`config.mk`:
```
export PLATFORM = sky130hd
export DESIGN_NAME = bldc_commutator_flat
export DESIGN_NICKNAME = d
export VERILOG_FILES = /design/src/rtl/bldc_commutator_pkg.sv /design/src/rtl/bldc_commutator_if.sv /design/src/rtl/bldc_commutator_hall_filter.sv /design/src/rtl/bldc_commutator.sv /design/src/flat_wrapper.sv
export SDC_FILE = /design/constraint.sdc
export NUM_CORES = 1
export LEC_CHECK = 0
export ABC_AREA = 0
export CAP_MARGIN = 10
export CORE_UTILIZATION = 55
export CTS_BUF_LIST = sky130_fd_sc_hd__clkbuf_16
export CTS_CLUSTER_DIAMETER = 80
export DETAILED_ROUTE_END_ITERATION = 16
export PLACE_DENSITY = 0.76
export SLEW_MARGIN = 40
export SYNTH_ARGS = -nofsm -noshare
export SYNTH_HDL_FRONTEND = slang
export SYNTH_SLANG_ARGS = --single-unit
```
`constraint.sdc`:
```
create_clock -name clk -period 7.85 [get_ports clk]
set_input_delay 1.1775 -clock clk [delete_from_list [all_inputs] [get_ports clk]]
set_output_delay 1.1775 -clock clk [all_outputs]
set_load 0.1 [all_outputs]
```
`src/rtl/bldc_commutator_pkg.sv`:
```
// rtl/bldc_commutator_pkg.sv - shared types and commutation lookup tables for bldc_commutator
package bldc_pkg;

  typedef logic [2:0] step_t;

  typedef enum logic [1:0] {IDLE, DEAD, RUN, FAULT} fsm_t;

  typedef enum logic [1:0] {PH_FLOAT, PH_HIGH, PH_LOW} phase_t;

  // Forward-rotation step for a hall code; invalid codes map to 0 and are gated elsewhere.
  function automatic step_t hall_to_step(input logic [2:0] h);
    step_t s;
    case (h)
      3'b101:  s = 3'd0;
      3'b100:  s = 3'd1;
      3'b110:  s = 3'd2;
      3'b010:  s = 3'd3;
      3'b011:  s = 3'd4;
      3'b001:  s = 3'd5;
      default: s = 3'd0;
    endcase
    return s;
  endfunction

  // Legs are numbered R=0, S=1, T=2.
  function automatic phase_t step_to_phase(input step_t s, input logic [1:0] leg);
    logic [1:0] hi;
    logic [1:0] lo;
    phase_t     ph;
    case (s)
      3'd0:    begin hi = 2'd0; lo = 2'd1; end
      3'd1:    begin hi = 2'd0; lo = 2'd2; end
      3'd2:    begin hi = 2'd1; lo = 2'd2; end
      3'd3:    begin hi = 2'd1; lo = 2'd0; end
      3'd4:    begin hi = 2'd2; lo = 2'd0; end
      3'd5:    begin hi = 2'd2; lo = 2'd1; end
      default: begin hi = 2'd0; lo = 2'd1; end
    endcase
    if (leg == hi)      ph = PH_HIGH;
    else if (leg == lo) ph = PH_LOW;
    else                ph = PH_FLOAT;
    return ph;
  endfunction

endpackage

```
`src/rtl/bldc_commutator_if.sv`:
```
// rtl/bldc_commutator_if.sv - control inputs, hall sensors and gate-driver outputs of bldc_commutator
interface bldc_commutator_if;
  logic       enable;
  logic       dir;
  logic [7:0] duty;
  logic [2:0] hall;
  logic [2:0] hin;
  logic [2:0] lin_n;
  logic [2:0] step;
  logic       hall_err;
  logic       fault;

  modport master (output enable, dir, duty, hall,
                  input  hin, lin_n, step, hall_err, fault);

  modport slave  (input  enable, dir, duty, hall,
                  output hin, lin_n, step, hall_err, fault);
endinterface

```
`src/rtl/bldc_commutator_hall_filter.sv`:
```
// rtl/bldc_commutator_hall_filter.sv - hall synchronizer and glitch filter (hall_filter)
module hall_filter #(
  parameter int HALL_FILT = 8
) (
  input  logic       clk,
  input  logic       rst_n,
  input  logic [2:0] hall_i,
  output logic [2:0] hall_o,
  output logic       chg_o
);
  localparam int CW = $clog2(HALL_FILT + 1);

  logic [2:0]    sync1_q, sync2_q, filt_q, filt_d, cand_q;
  logic [CW-1:0] cnt_q, cnt_d, run_len;
  logic          primed_q, primed_d, chg_q, chg_d;

  assign run_len = (sync2_q == cand_q && cnt_q != '0) ? cnt_q + CW'(1) : CW'(1);

  // Until the first value is accepted any stable code (even 000) must be able to win.
  always_comb begin
    filt_d   = filt_q;
    cnt_d    = run_len;
    primed_d = primed_q;
    chg_d    = 1'b0;
    if (primed_q && sync2_q == filt_q) begin
      cnt_d = '0;
    end else if (run_len == CW'(HALL_FILT)) begin
      filt_d   = sync2_q;
      cnt_d    = '0;
      primed_d = 1'b1;
      chg_d    = 1'b1;
    end
  end

  always_ff @(posedge clk or negedge rst_n) begin
    if (!rst_n) begin
      sync1_q  <= '0;
      sync2_q  <= '0;
      filt_q   <= '0;
      cand_q   <= '0;
      cnt_q    <= '0;
      primed_q <= 1'b0;
      chg_q    <= 1'b0;
    end else begin
      sync1_q  <= hall_i;
      sync2_q  <= sync1_q;
      filt_q   <= filt_d;
      cand_q   <= sync2_q;
      cnt_q    <= cnt_d;
      primed_q <= primed_d;
      chg_q    <= chg_d;
    end
  end

  assign hall_o = filt_q;
  assign chg_o  = chg_q;
endmodule

```
`src/rtl/bldc_commutator.sv`:
```
// rtl/bldc_commutator.sv - closed-loop six-step BLDC commutator with PWM and dead time
// Optional stall detection is built when STALL_DETECT_EN is defined.
module bldc_commutator
  import bldc_pkg::*;
#(
  parameter int DEAD_CYC  = 27,
  parameter int HALL_FILT = 8,
`ifdef STALL_DETECT_EN
  parameter int STALL_CYC = 2700000,
`endif
  parameter int PWM_PRESC = 4
) (
  input logic              clk,
  input logic              rst_n,
  bldc_commutator_if.slave bus
);
  localparam int DW = (DEAD_CYC > 1) ? $clog2(DEAD_CYC) : 1;
  localparam logic [DW-1:0] DEAD_LAST = DW'(DEAD_CYC - 1);
  localparam int PW = (PWM_PRESC > 1) ? $clog2(PWM_PRESC) : 1;
  localparam logic [PW-1:0] PRESC_LAST = PW'(PWM_PRESC - 1);

  fsm_t          state_q, state_d;
  step_t         step_q, step_d, tgt_q, tgt_d, fwd_step, tgt;
  logic [DW-1:0] dead_cnt_q, dead_cnt_d;
  logic [PW-1:0] presc_q, presc_d;
  logic [7:0]    pwm_cnt_q, pwm_cnt_d, duty_q, duty_d;
  logic [2:0]    hin_q, hin_d, lin_n_q, lin_n_d, hall_filt;
  logic          hall_chg, hall_seen_q, hall_seen, hall_bad, hall_ok;
  logic          pwm_on, hall_err_q, fault_q, stall_hit;

  hall_filter #(.HALL_FILT(HALL_FILT)) u_hall_filter (
    .clk    (clk),
    .rst_n  (rst_n),
    .hall_i (bus.hall),
    .hall_o (hall_filt),
    .chg_o  (hall_chg)
  );

  assign hall_seen = hall_seen_q | hall_chg;
  assign hall_bad  = hall_seen && (hall_filt == 3'b000 || hall_filt == 3'b111);
  assign hall_ok   = hall_seen && !hall_bad;
  assign fwd_step  = hall_to_step(hall_filt);
  assign tgt       = bus.dir ? ((fwd_step >= 3'd3) ? fwd_step - 3'd3 : fwd_step + 3'd3) : fwd_step;

  // duty only reloads at the wrap so a PWM period never sees a torn compare value.
  always_comb begin
    presc_d   = presc_q + PW'(1);
    pwm_cnt_d = pwm_cnt_q;
    duty_d    = duty_q;
    if (presc_q == PRESC_LAST) begin
      presc_d = '0;
      if (pwm_cnt_q == 8'd254) begin
        pwm_cnt_d = 8'd0;
        duty_d    = bus.duty;
      end else begin
        pwm_cnt_d = pwm_cnt_q + 8'd1;
      end
    end
  end
  assign pwm_on = pwm_cnt_d < duty_d;

`ifdef STALL_DETECT_EN
  localparam int SW = $clog2(STALL_CYC + 1);
  logic [SW-1:0] stall_cnt_q, stall_cnt_d;
  assign stall_hit = (stall_cnt_q >= SW'(STALL_CYC - 1));

  always_comb begin
    stall_cnt_d = stall_cnt_q;
    if (hall_chg || (state_q != RUN && state_d == RUN)) stall_cnt_d = '0;
    else if (state_q == RUN && !stall_hit)              stall_cnt_d = stall_cnt_q + SW'(1);
  end

  always_ff @(posedge clk or negedge rst_n) begin
    if (!rst_n) stall_cnt_q <= '0;
    else        stall_cnt_q <= stall_cnt_d;
  end
`else
  assign stall_hit = 1'b0;
`endif

  always_comb begin
    state_d    = state_q;
    dead_cnt_d = dead_cnt_q;
    tgt_d      = tgt_q;
    step_d     = step_q;
    hin_d      = 3'b000;
    lin_n_d    = 3'b111;
    case (state_q)
      IDLE: if (bus.enable && !fault_q && hall_ok) begin
        state_d    = DEAD;
        dead_cnt_d = '0;
        tgt_d      = tgt;
      end
      DEAD: begin
        if (hall_bad) begin
          state_d = FAULT;
        end else if (tgt != tgt_q) begin
          dead_cnt_d = '0;
          tgt_d      = tgt;
        end else if (dead_cnt_q == DEAD_LAST) begin
          state_d = RUN;
          step_d  = tgt_q;
        end else begin
          dead_cnt_d = dead_cnt_q + DW'(1);
        end
      end
      RUN: begin
        if (hall_bad || stall_hit) begin
          state_d = FAULT;
        end else if (tgt != step_q) begin
          state_d    = DEAD;
          dead_cnt_d = '0;
          tgt_d      = tgt;
        end
      end
      FAULT: ;
      default: state_d = IDLE;
    endcase
    if (!bus.enable) state_d = IDLE;

    if (state_d == RUN) begin
      for (int leg = 0; leg < 3; leg++) begin
        case (step_to_phase(step_d, 2'(leg)))
          PH_HIGH: hin_d[leg]   = pwm_on;
          PH_LOW:  lin_n_d[leg] = 1'b0;
          default: ;
        endcase
      end
    end
  end

  always_ff @(posedge clk or negedge rst_n) begin
    if (!rst_n) begin
      state_q     <= IDLE;
      step_q      <= '0;
      tgt_q       <= '0;
      dead_cnt_q  <= '0;
      presc_q     <= '0;
      pwm_cnt_q   <= '0;
      duty_q      <= '0;
      hin_q       <= 3'b000;
      lin_n_q     <= 3'b111;
      hall_seen_q <= 1'b0;
      hall_err_q  <= 1'b0;
      fault_q     <= 1'b0;
    end else begin
      state_q     <= state_d;
      step_q      <= step_d;
      tgt_q       <= tgt_d;
      dead_cnt_q  <= dead_cnt_d;
      presc_q     <= presc_d;
      pwm_cnt_q   <= pwm_cnt_d;
      duty_q      <= duty_d;
      hin_q       <= hin_d;
      lin_n_q     <= lin_n_d;
      hall_seen_q <= hall_seen;
      hall_err_q  <= hall_bad;
      fault_q     <= (state_d == FAULT);
    end
  end

  assign bus.hin      = hin_q;
  assign bus.lin_n    = lin_n_q;
  assign bus.step     = step_q;
  assign bus.hall_err = hall_err_q;
  assign bus.fault    = fault_q;
endmodule

```
`src/flat_wrapper.sv`:
```
// flat-port wrapper written by rule: the top's interface ports become plain ports
module bldc_commutator_flat import bldc_pkg::*;
#(
  parameter int DEAD_CYC  = 27,
  parameter int HALL_FILT = 8,

  parameter int PWM_PRESC = 4
)
  (clk, rst_n, bus_enable, bus_dir, bus_duty, bus_hall, bus_hin, bus_lin_n, bus_step, bus_hall_err, bus_fault);
  bldc_commutator_if bus_i ();
  input logic clk;
  input logic rst_n;
  input wire logic [$bits(bus_i.enable)-1:0] bus_enable;
  input wire logic [$bits(bus_i.dir)-1:0] bus_dir;
  input wire logic [$bits(bus_i.duty)-1:0] bus_duty;
  input wire logic [$bits(bus_i.hall)-1:0] bus_hall;
  output wire logic [$bits(bus_i.hin)-1:0] bus_hin;
  output wire logic [$bits(bus_i.lin_n)-1:0] bus_lin_n;
  output wire logic [$bits(bus_i.step)-1:0] bus_step;
  output wire logic [$bits(bus_i.hall_err)-1:0] bus_hall_err;
  output wire logic [$bits(bus_i.fault)-1:0] bus_fault;
  assign bus_i.enable = bus_enable;
  assign bus_i.dir = bus_dir;
  assign bus_i.duty = bus_duty;
  assign bus_i.hall = bus_hall;
  assign bus_hin = bus_i.hin;
  assign bus_lin_n = bus_i.lin_n;
  assign bus_step = bus_i.step;
  assign bus_hall_err = bus_i.hall_err;
  assign bus_fault = bus_i.fault;
  bldc_commutator #(.DEAD_CYC(DEAD_CYC), .HALL_FILT(HALL_FILT), .PWM_PRESC(PWM_PRESC)) u_core (.clk(clk), .rst_n(rst_n), .bus(bus_i));
endmodule
```
==> results.md, run 1 <==
- Initial antenna violation count: 0
- Post-Synthesis Cell Area: ~3100 sq um
- Setup TNS: 0 ns
- Max incr delay on CP: roughly 0.6 ns
- Library cells used by synthesis: 61
- Initial DRC count: 95
- Final #Nets: between 300 and 400
- Area grow syn2layout: 14.4%
- Ant diodes: 0
- Minimum clock period: 3.39 ns
- GRT Overall Usage: between 20% and 30%
- DR pass1 iterations: 4
- Crit-path max FO: 11
- Status: completed
- Final hold vios: 0
- Share of cells above drive strength 1: between 10% and 20%
- Final worst slack: between 4 and 5 ns
- RD Place Congestion: between 0.8 and 0.9
- Max_slew headroom: 47.6%
- Fin crit share: 43.1%
- Synth Instances: 294
- Worst vdd ir: 0.113 mV
- Max Fclk: between 0.2 and 0.3 GHz
- Static leakage: ~1.7 nW
- Yosys reg bits: 58
- Post-DP HPWL: about 3.8 mm
- Routed wire length: 5.62 mm
- Post_cts resized: 0
- Dpl cell area: 3330 sq um
- Crit path capture type: register
- Worst Path Class, Setup: input pin to register
- CTS tree: built
- PortBufs: 25
- Core area: 5510 sq um
- Clock Pin Slew Worst Setup and Hold Paths: 0.05 ns
- Sink Count: 58
- Worst Setup Start Kind: input pin
- Root buffer cell: clkbuf_16
- Cts bufs inserted: 9
- Pwr dens: between 150 and 200 nW/um^2
- Hold Crit Depth: 0
- Die width: just under 80 um
- Slew Viols, Final: 0
- Predominant post-synthesis flop cell: dfrtp_1
- Clock Latency Late Sink: ~0.33 ns
- Antenna Nets Post-Route: 0
- Worst path required time: 8.06 ns
- Depth of the worst register-to-register path: 11
- Critical path's top delay family: simple AND/OR/NAND/NOR gates
- Drc violations: 0
- Most frequent cells in the layout: dfrtp_1, nand2_1, inv_1
- I/O Pins: 26
- Post-synth EDFFs: 0
- Stages on the worst setup path: 7
- Syn Area/Cell: around 11 sq um
- Vias: 2161
- Critical path arrival: 3.60 ns
- Synthesis Warnings: 0
- Vias in the first global route: 2211
- DR vias/cell: 5.47
- Syn nets: 323
- Grt ovf: 0
- Max Root-Sink Buffers: 2
- Final setup violation count: 0
- RSZ-0062 raised after global routing: false
- Cell Rows: 27
- Post-Place Setup Slack: 4.14 ns
- Final instance area: 3590 sq um
- Setup Buffers After CTS: 0
- Hold Buf Count CTS: 0
- Post-DR wirelength/cell: 14.2 um
- Most common cell after layout, fill and taps aside: dfrtp_1
- Hold Path Class: register to register
- Maximum number of pins on one net before global-route repair: 59
- Post-synth ARST share: 100%
- H-tree levels: 3
- Initial Util: around 57%
- Max-cap violation count: 0
- WP buf/inv: 1
- First-pass GRT wire length: 9.88 mm
- Clock Skew: 0.00713 ns
- Register area share after synthesis: 46.4%
- CP max stage cell: clkdlybuf4s50_1
- Worst-Margin Slew: 0.766 ns
- Die Ht: 77.5 um
- Cells along the critical path: clkdlybuf4s50_1, nor3b_1, a21oi_1, o221a_2, or3_1, o21ai_1, mux2_2
- Die area: 6010 sq um
==> layer usage <==
metal	up-vias	wire length (um)	part of all wire (%)	GRT usage, %
li1	1083	-	-	-
met1	1023	2560	46	26.3
met2	41	2620	47	34.6
met3	14	292	5.2	7.18
met4	0	136	2.4	9.81
met5	-	0	0	0
==> worst reg2reg max path: cells and delay by family, from the launching register on <==
family                     cells  cell delay, ns
DFF                            1            0.34
and+or+nand+nor                3            0.97
adders and majority gates      2            0.61
muxes                          1            0.32
AOI/OAI and AO/OA              5            0.77
==> layout make-up <==
class	count	area, sq um
clock buffer	9	225
clock inverter	7	31.3
fill	426	1920
inverter	16	60.1
multi-input combinational	207	1530
sequential	58	1460
tap	72	90.1
timing repair buffer	26	198
==> power breakdown <==
part / switching, W / internal [W]
sequential: 0.0000107 / 0.000307
clock: 0.000126 / 0.000206
combinational: 0.0000201 / 0.0000251
total: 0.000157 / 0.000538
==> synth_stat cells, types with 2 or more instances <==
cell type | instances | share of area [%]
o211ai_1 | 5 | 1.2
nand3_1 | 7 | 1.1
a211oi_1 | 3 | 0.72
a21oi_1 | 10 | 1.6
o22ai_1 | 4 | 0.80
clkbuf_1 | 5 | 0.60
nand4_1 | 6 | 1.2
nor2_1 | 20 | 2.4
xnor2_1 | 7 | 2.0
or2_2 | 2 | 0.40
mux2_2 | 5 | 1.8
o21a_1 | 2 | 0.48
xor2_1 | 16 | 4.5
nor2b_1 | 5 | 1.0
o221ai_1 | 2 | 0.56
a22o_1 | 2 | 0.56
dfstp_2 | 3 | 2.5
nand2_1 | 25 | 3.0
nor3_1 | 2 | 0.32
o31ai_1 | 3 | 0.72
o21ai_0 | 8 | 1.3
nor3b_1 | 5 | 1.2
nand2b_1 | 7 | 1.4
inv_1 | 16 | 1.9
dfrtp_1 | 55 | 44
ha_1 | 14 | 5.6
mux2i_1 | 11 | 3.5
or3_1 | 6 | 1.2
buf_6 | 6 | 2.2
==> path summary, 6_finish.rpt <==
check                                                     startpoint                                         to  slack [ns]
hold / removal             u_core.u_hall_filter.sync1_q[1]$_DFF_PN0_  u_core.u_hall_filter.sync2_q[1]$_DFF_PN0_        0.34
hold reg to reg            u_core.u_hall_filter.sync1_q[1]$_DFF_PN0_  u_core.u_hall_filter.sync2_q[1]$_DFF_PN0_        0.34
setup reg to reg                         u_core.presc_q[0]$_DFF_PN0_                u_core.bus.hin[2]$_DFF_PN0_        4.77
max in group asynchronous                                      rst_n  u_core.u_hall_filter.sync2_q[2]$_DFF_PN0_        6.38
min in group asynchronous                                      rst_n              u_core.pwm_cnt_q[5]$_DFF_PN0_        1.00
setup / recovery                                             bus_dir                u_core.tgt_q[1]$_DFFE_PN0P_        4.46
==> state kept, by name (all words and copies together), names as in the netlist, 3 cells and up <==
signal,count
u_core.u_hall_filter.cnt_q,4
u_core.u_hall_filter.sync2_q,3
u_core.duty_q,8
u_core.pwm_cnt_q,8
u_core.bus.step,3
u_core.tgt_q,3
u_core.bus.lin_n,3
u_core.u_hall_filter.cand_q,3
u_core.bus.hin,3
u_core.u_hall_filter.sync1_q,3
u_core.u_hall_filter.hall_o,3
u_core.dead_cnt_q,5
==> stage by stage <==
step           hold slack [ns]  util, %  total power (W)  instances
2_1_floorplan            0.331        -         0.000352        294
6_report                 0.344     65.1         0.000695        395
5_1_grt                  0.351     65.1         0.000721        395
4_1_cts                  0.346     65.1         0.000701        395
3_3_place_gp             0.334     61.4         0.000366        379
3_5_place_dp             0.335     60.5         0.000368        379
==> kinds of logic (layout without fill, tap and decap cells) <==
family	after synthesis	count (layout)	synth area share, %
adders and majority gates	14	14	5.59
xor gates and xnor gates	26	26	8.66
AOI/OAI and AO/OA	53	53	12.1
DFF	58	58	46.4
buffers and inverters	29	58	4.95
muxes	17	17	5.79
and+or+nand+nor	97	97	16.5
Note: power is estimated with default switching activity, not from simulation.
==> run 2: changes to the inputs <==
--- a/config.mk
+++ b/config.mk
@@ -7,7 +7,7 @@
 export LEC_CHECK = 0
 export ABC_AREA = 0
 export CAP_MARGIN = 10
-export CORE_UTILIZATION = 55
+export CORE_UTILIZATION = 52
 export CTS_BUF_LIST = sky130_fd_sc_hd__clkbuf_16
 export CTS_CLUSTER_DIAMETER = 80
 export DETAILED_ROUTE_END_ITERATION = 16
==> constraint.sdc (replaced) <==
create_clock -name clk -period 2.9 [get_ports clk]
set_input_delay 0.435 -clock clk [delete_from_list [all_inputs] [get_ports clk]]
set_output_delay 0.435 -clock clk [all_outputs]
set_load 0.1 [all_outputs]
==> run 2 against run 1 <==
Compared with the run above:
- wire length is 1.5% higher
- sequential power rose to 2.7 times the previous value
- critical path depth up 6
- non-clock buffer count up 13
- worst hold slack got worse by 0.18 ns
- largest cell class unchanged
- largest power group unchanged
==> results.md, run 2 (same netlist as run 1, synthesis figures left out) <==
- Status: completed
- Minimum clock period: 2.56 ns
- Critical path arrival: roughly 2.8 ns
- Static leakage: 1.72 nW
- Fin crit share: 88.2%
- Maximum number of pins on one net before global-route repair: 31
- DR pass1 iterations: 4
- Fill cells: around 430
- GRT Overall Usage: around a fifth
- H-tree levels: 3
- Sequential power share: 45.8%
- Post-Layout Cell Count: a little over 400
- Worst vdd ir: between 0.3 and 0.4 mV
- Combinational group share of total power: under 10%
- Met3 Track Usage GR: 5.14%
- Max Fclk: slightly below 0.4 GHz
- Vias: 2184
- Hold Buf Count CTS: 0
- Clock Skew: between 0.006 and 0.007 ns
- Most common cell after layout, fill and taps aside: dfrtp_1
- Setup TNS: 0 ns
- Power share of the clock group: 47.4%
- Area grow syn2layout: 18.6%
- Cell Rows: 27
- Hold Path Class: input pin to asynchronous set/reset pin
- Sw frac: 22.4%
- Routed wire length: between 5 and 6 mm
- Pwr dens: 505 nW/um^2
- Initial DRC count: 84
- Met1 Use GR: 28.7%
- Root buffer cell: clkbuf_16
- Final hold vios: 0
- Post-DP HPWL: 4.06 mm
- Worst Path Class, Setup: register to register
- Clock Pin Slew Worst Setup and Hold Paths: approximately 0.050 ns
- Worst-Margin Slew: 0.676 ns
- Worst path required time: 3.13 ns
- First-pass GRT wire length: roughly 10 mm
- Initial antenna violation count: 0
- Max-cap violation count: 0
- Dpl cells: approximately 400
- RSZ-0062 raised after global routing: false
- Biggest regs: u_core.duty_q x8, u_core.pwm_cnt_q x8, u_core.dead_cnt_q x5
- Die width: 79.7 um
- Share of cells above drive strength 1: 17.0%
- Most frequent cells in the layout: dfrtp_1, nand2_1, buf_4
- Crit path capture type: register
- Cts bufs inserted: 9
- Clock Latency Late Sink: 0.32 ns
- RD Place Congestion: 0.813
- Switching power: 0.000420 W
- Post-DR wirelength/cell: 14.0 um
- Max Root-Sink Buffers: 2
- Die Ht: 79.7 um
- Slew Viols, Final: 0
- Ant diodes: 0
- Initial Util: 55.6%
- Post_cts resized: 0
- Worst Setup Start Kind: register
- I/O Pins: 26
- Vias in the first global route: 2198
- DR vias/cell: 5.37
- Setup Buffers After CTS: 0
- Final #Nets: 360
- Min Hold Slack: 0.159 ns
- Die area: 6340 sq um
- PortBufs: 25
- Sink Count: 58
- Grt ovf: 0
- Crit-path max FO: 4
- Antenna Nets Post-Route: 0
- Drc violations: 0
- CTS tree: built
- Max_slew headroom: 54.8%
- Gr busiest metal: met2
- Internal power: 0.00146 W
- Core area: 5640 sq um
- Final setup violation count: 0
- Met2 usage: 32.3%
run 2: cell types whose count changed in the layout (fill, tap and decap cells not counted):
cell,change
buf_4,+23
buf_2,-11
inv_1,-4
clkinv_1,+3
a2111oi_0,-1
a2111oi_1,+1
buf_12,+1
clkinv_2,+1
clkinvlp_4,-1
nor2_1,+1
nor2_2,-1
run 2: power groups by stage:
stage / registers [W] / logic, W / clock network [W]
final: 0.000859 / 0.000129 / 0.000889
after global routing: 0.000861 / 0.000145 / 0.000942
after CTS: 0.000859 / 0.000129 / 0.000908
after detailed placement: 0.000872 / 0.000128 / 0
after global placement: 0.000872 / 0.000125 / 0
after floorplan: 0.000855 / 0.0000965 / 0
run 2: critical path, stage by stage (launching register included):
cell      delay (ns)
dfrtp_1         0.42
inv_1           0.07
ha_1            0.13
nand4_1         0.11
nor2_1          0.15
buf_4           0.16
mux2i_1         0.30
ha_1            0.29
a21oi_1         0.13
nor2b_1         0.06
o21ai_0         0.14
o311a_1         0.19
o211ai_1        0.14
a21oi_1         0.17
run 2: path summary, 6_finish.rpt:
| path | startpoint | to | slack (ns) | depth (start not counted) |
|---|---|---|---|---|
| setup / recovery | u_core.pwm_cnt_q[0]$_DFF_PN0_ | u_core.bus.hin[2]$_DFF_PN0_ | 0.34 | 13 |
| hold / removal | rst_n | u_core.bus.hall_err$_DFF_PN0_ | 0.16 | 1 |
| setup reg to reg | u_core.pwm_cnt_q[0]$_DFF_PN0_ | u_core.bus.hin[2]$_DFF_PN0_ | 0.34 | 13 |
| hold reg to reg | u_core.u_hall_filter.sync1_q[1]$_DFF_PN0_ | u_core.u_hall_filter.sync2_q[1]$_DFF_PN0_ | 0.34 | 0 |
| max in group asynchronous | rst_n | u_core.bus.lin_n[1]$_DFF_PN1_ | 2.08 | 2 |
| min in group clk | u_core.u_hall_filter.sync1_q[1]$_DFF_PN0_ | u_core.u_hall_filter.sync2_q[1]$_DFF_PN0_ | 0.34 | 0 |
run 2: cell type report:
| class | count | area [sq um] | share of cell area [%] |
|---|---|---|---|
| multi-input combinational | 207 | 1530 | 41.1 |
| sequential | 58 | 1460 | 39.1 |
| timing repair buffer | 39 | 335 | 9.02 |
| clock buffer | 9 | 225 | 6.06 |
| tap | 72 | 90.1 | 2.42 |
| inverter | 16 | 60.1 | 1.62 |
| clock inverter | 6 | 25.0 | 0.673 |
run 2: per-stage QoR:
| step | power (W) | cell area, sq um | utilization (%) | worst slack (ns) |
|---|---|---|---|---|
| final | 0.00188 | 3720 | 65.9 | 0.341 |
| after detailed placement | 0.00100 | 3470 | 61.4 | 0.0849 |
| after global routing | 0.00195 | 3720 | 65.9 | 0.0552 |
| after floorplan | 0.000952 | 3140 | - | 0.000120 |
| after CTS | 0.00190 | 3720 | 65.9 | 0.346 |
| after global placement | 0.000997 | 3470 | 61.4 | 0.128 |
run 2: layer usage:
metal / wire length (um) / vias to the layer above / part of all wire [%]
li1: - / 1109 / -
met2: 2620 / 43 / 46
met5: 0 / - / 0
met4: 58 / 0 / 1.0
met1: 2840 / 1028 / 50
met3: 190 / 4 / 3.3
==> run 3: changes to the inputs <==
--- a/config.mk
+++ b/config.mk
@@ -11,6 +11,7 @@
 export CTS_BUF_LIST = sky130_fd_sc_hd__clkbuf_16
 export CTS_CLUSTER_DIAMETER = 80
 export DETAILED_ROUTE_END_ITERATION = 16
+export GPL_ROUTABILITY_DRIVEN = 0
 export PLACE_DENSITY = 0.76
 export SLEW_MARGIN = 40
 export SYNTH_ARGS = -nofsm -noshare
==> constraint.sdc (replaced) <==
create_clock -name clk -period 2.9 [get_ports clk]
set_input_delay 0.435 -clock clk [delete_from_list [all_inputs] [get_ports clk]]
set_output_delay 0.435 -clock clk [all_outputs]
set_load 0.02 [all_outputs]
==> run 3 against run 2 <==
Compared with the run above:
- worst setup slack worse by 0.014 ns
- count of clock-buffer cells in the layout is the same
- via count rose by 1.8%
- maximum frequency fell by 0.55%
==> results.md, run 3 (same netlist as run 1, synthesis figures left out) <==
- Post-DR wirelength/cell: about 14 um
- Pwr dens: 503 nW/um^2
- DR pass1 iterations: 4
- Max-cap violation count: 0
- Setup TNS: 0 ns
- Drc violations: 0
- Antenna Nets Post-Route: 0
- Biggest regs: u_core.duty_q x8, u_core.pwm_cnt_q x8, u_core.dead_cnt_q x5
- Status: completed
- Max incr delay on CP: 0.42 ns
- I/O Pins: 26
- Vias: ~2200
- Initial DRC count: between 100 and 150
- Routed wire length: 5.70 mm
- Fill cells: 461
- Max Root-Sink Buffers: 2
- Grt ovf: 0
- First-pass GRT wire length: 9.82 mm
- Most common cell after layout, fill and taps aside: dfrtp_1
- GRT Overall Usage: 20.8%
- Final hold vios: 0
- Initial antenna violation count: 0
- Final setup violation count: 0
- Die width: approximately 80 um
- WP buf/inv: 2
- Ant diodes: 0
- DR vias/cell: ~5.4
- Setup Buffers After CTS: 0
- Clock Pin Slew Worst Setup and Hold Paths: ~0.050 ns
- Min Hold Slack: 0.254 ns
- Sink Count: 58
- Clock Latency Late Sink: 0.32 ns
- Cts bufs inserted: 9
- Register Area: 1460 sq um
- Cells along the critical path: inv_1, ha_1, nand4_1, nor2_1, buf_4, mux2i_1, ha_1, a21oi_1, nor2b_1, o21ai_0, o311a_1, o211ai_1, a21oi_1
- Worst vdd ir: 0.459 mV
- Hold Buf Count CTS: 0
- Fin util: 66.2%
- CP max stage cell: dfrtp_1
- Critical path's top delay family: compound AO/OA/AOI/OAI gates
- Multi-input logic area: 1530 sq um
- Fin crit share: 88.7%
- Die Ht: ~80 um
- Post_cts resized: 0
- Static leakage: 1.71 nW
- Root buffer cell: clkbuf_16
- Minimum clock period: approximately 2.6 ns
- Vias in the first global route: 2192
- Post-DP HPWL: 3.98 mm
- Most frequent cells in the layout: dfrtp_1, nand2_1, clkdlybuf4s50_1
- Worst path required time: 3.14 ns
- Worst Setup Start Kind: register
- Post-Place Setup Slack: 0.0803 ns
- Crit-path max FO: 4
- Max Fclk: approximately 0.39 GHz
- Clock Skew: 0.00459 ns
- CTS tree: built
- Core area: 5640 sq um
- Hold Path Class: input pin to asynchronous set/reset pin
- Area grow syn2layout: 19.2%
- H-tree levels: 3
- Max_slew headroom: 52.4%
- Final #Nets: between 300 and 400
- Final worst slack: 0.327 ns
- Slew Viols, Final: 0
- PortBufs: 25
- Critical path arrival: 2.81 ns
- RSZ-0062 raised after global routing: false
- Initial Util: 55.6%
- Cell Rows: 27
- Share of cells above drive strength 1: 13.7%
- Worst Path Class, Setup: register to register
- Crit path capture type: register
- Die area: about 6300 sq um
- Maximum number of pins on one net before global-route repair: 59
- Worst-Margin Slew: 0.713 ns
run 3: metrics by stage:
step,area (sq um),std cells,total power [W]
6_report,3740,408,0.00188
5_1_grt,3740,408,0.00195
4_1_cts,3730,408,0.00190
3_5_place_dp,3480,392,0.000998
3_3_place_gp,3480,392,0.000994
2_1_floorplan,3140,294,0.000952
run 3: report_power, final:
| group | total, W | leakage, nW | internal, W | switching [W] |
|---|---|---|---|---|
| combinational | 0.000125 | 0.831 | 0.0000698 | 0.0000549 |
| clock | 0.000894 | 0.134 | 0.000557 | 0.000338 |
| sequential | 0.000860 | 0.749 | 0.000830 | 0.0000294 |
run 3: area by class of cell:
cell class,count,share of cell area (%)
clock buffer,9,6.03
timing repair buffer,39,9.38
inverter,16,1.61
clock inverter,7,0.770
sequential,58,38.9
tap,72,2.41
multi-input combinational,207,40.9
run 3: final timing paths:
kind | startpoint | to | slack (ns) | cells past startpoint
max | u_core.pwm_cnt_q[0]$_DFF_PN0_ | u_core.bus.hin[1]$_DFF_PN0_ | 0.33 | 13
min | rst_n | u_core.u_hall_filter.cand_q[0]$_DFF_PN0_ | 0.25 | 2
max reg2reg | u_core.pwm_cnt_q[0]$_DFF_PN0_ | u_core.bus.hin[1]$_DFF_PN0_ | 0.33 | 13
min reg2reg | u_core.u_hall_filter.sync1_q[1]$_DFF_PN0_ | u_core.u_hall_filter.sync2_q[1]$_DFF_PN0_ | 0.35 | 0
max in group asynchronous | rst_n | u_core.tgt_q[1]$_DFFE_PN0P_ | 2.18 | 2
min in group clk | u_core.u_hall_filter.sync1_q[1]$_DFF_PN0_ | u_core.u_hall_filter.sync2_q[1]$_DFF_PN0_ | 0.35 | 0
run 3: per-layer routing:
layer  share of wire, %  GRT usage, %  up-vias
met5                  0             0        -
met4                1.9          9.27        0
met1                 48          26.2     1052
met3                4.0          5.94       10
li1                   -             -     1113
met2                 46          33.2       48
run 3: worst reg2reg max path, cell delays in order, from the launching register on:
cell,delay [ns]
dfrtp_1,0.42
inv_1,0.08
ha_1,0.13
nand4_1,0.12
nor2_1,0.17
buf_4,0.17
mux2i_1,0.29
ha_1,0.30
a21oi_1,0.13
nor2b_1,0.05
o21ai_0,0.14
o311a_1,0.18
o211ai_1,0.15
a21oi_1,0.17
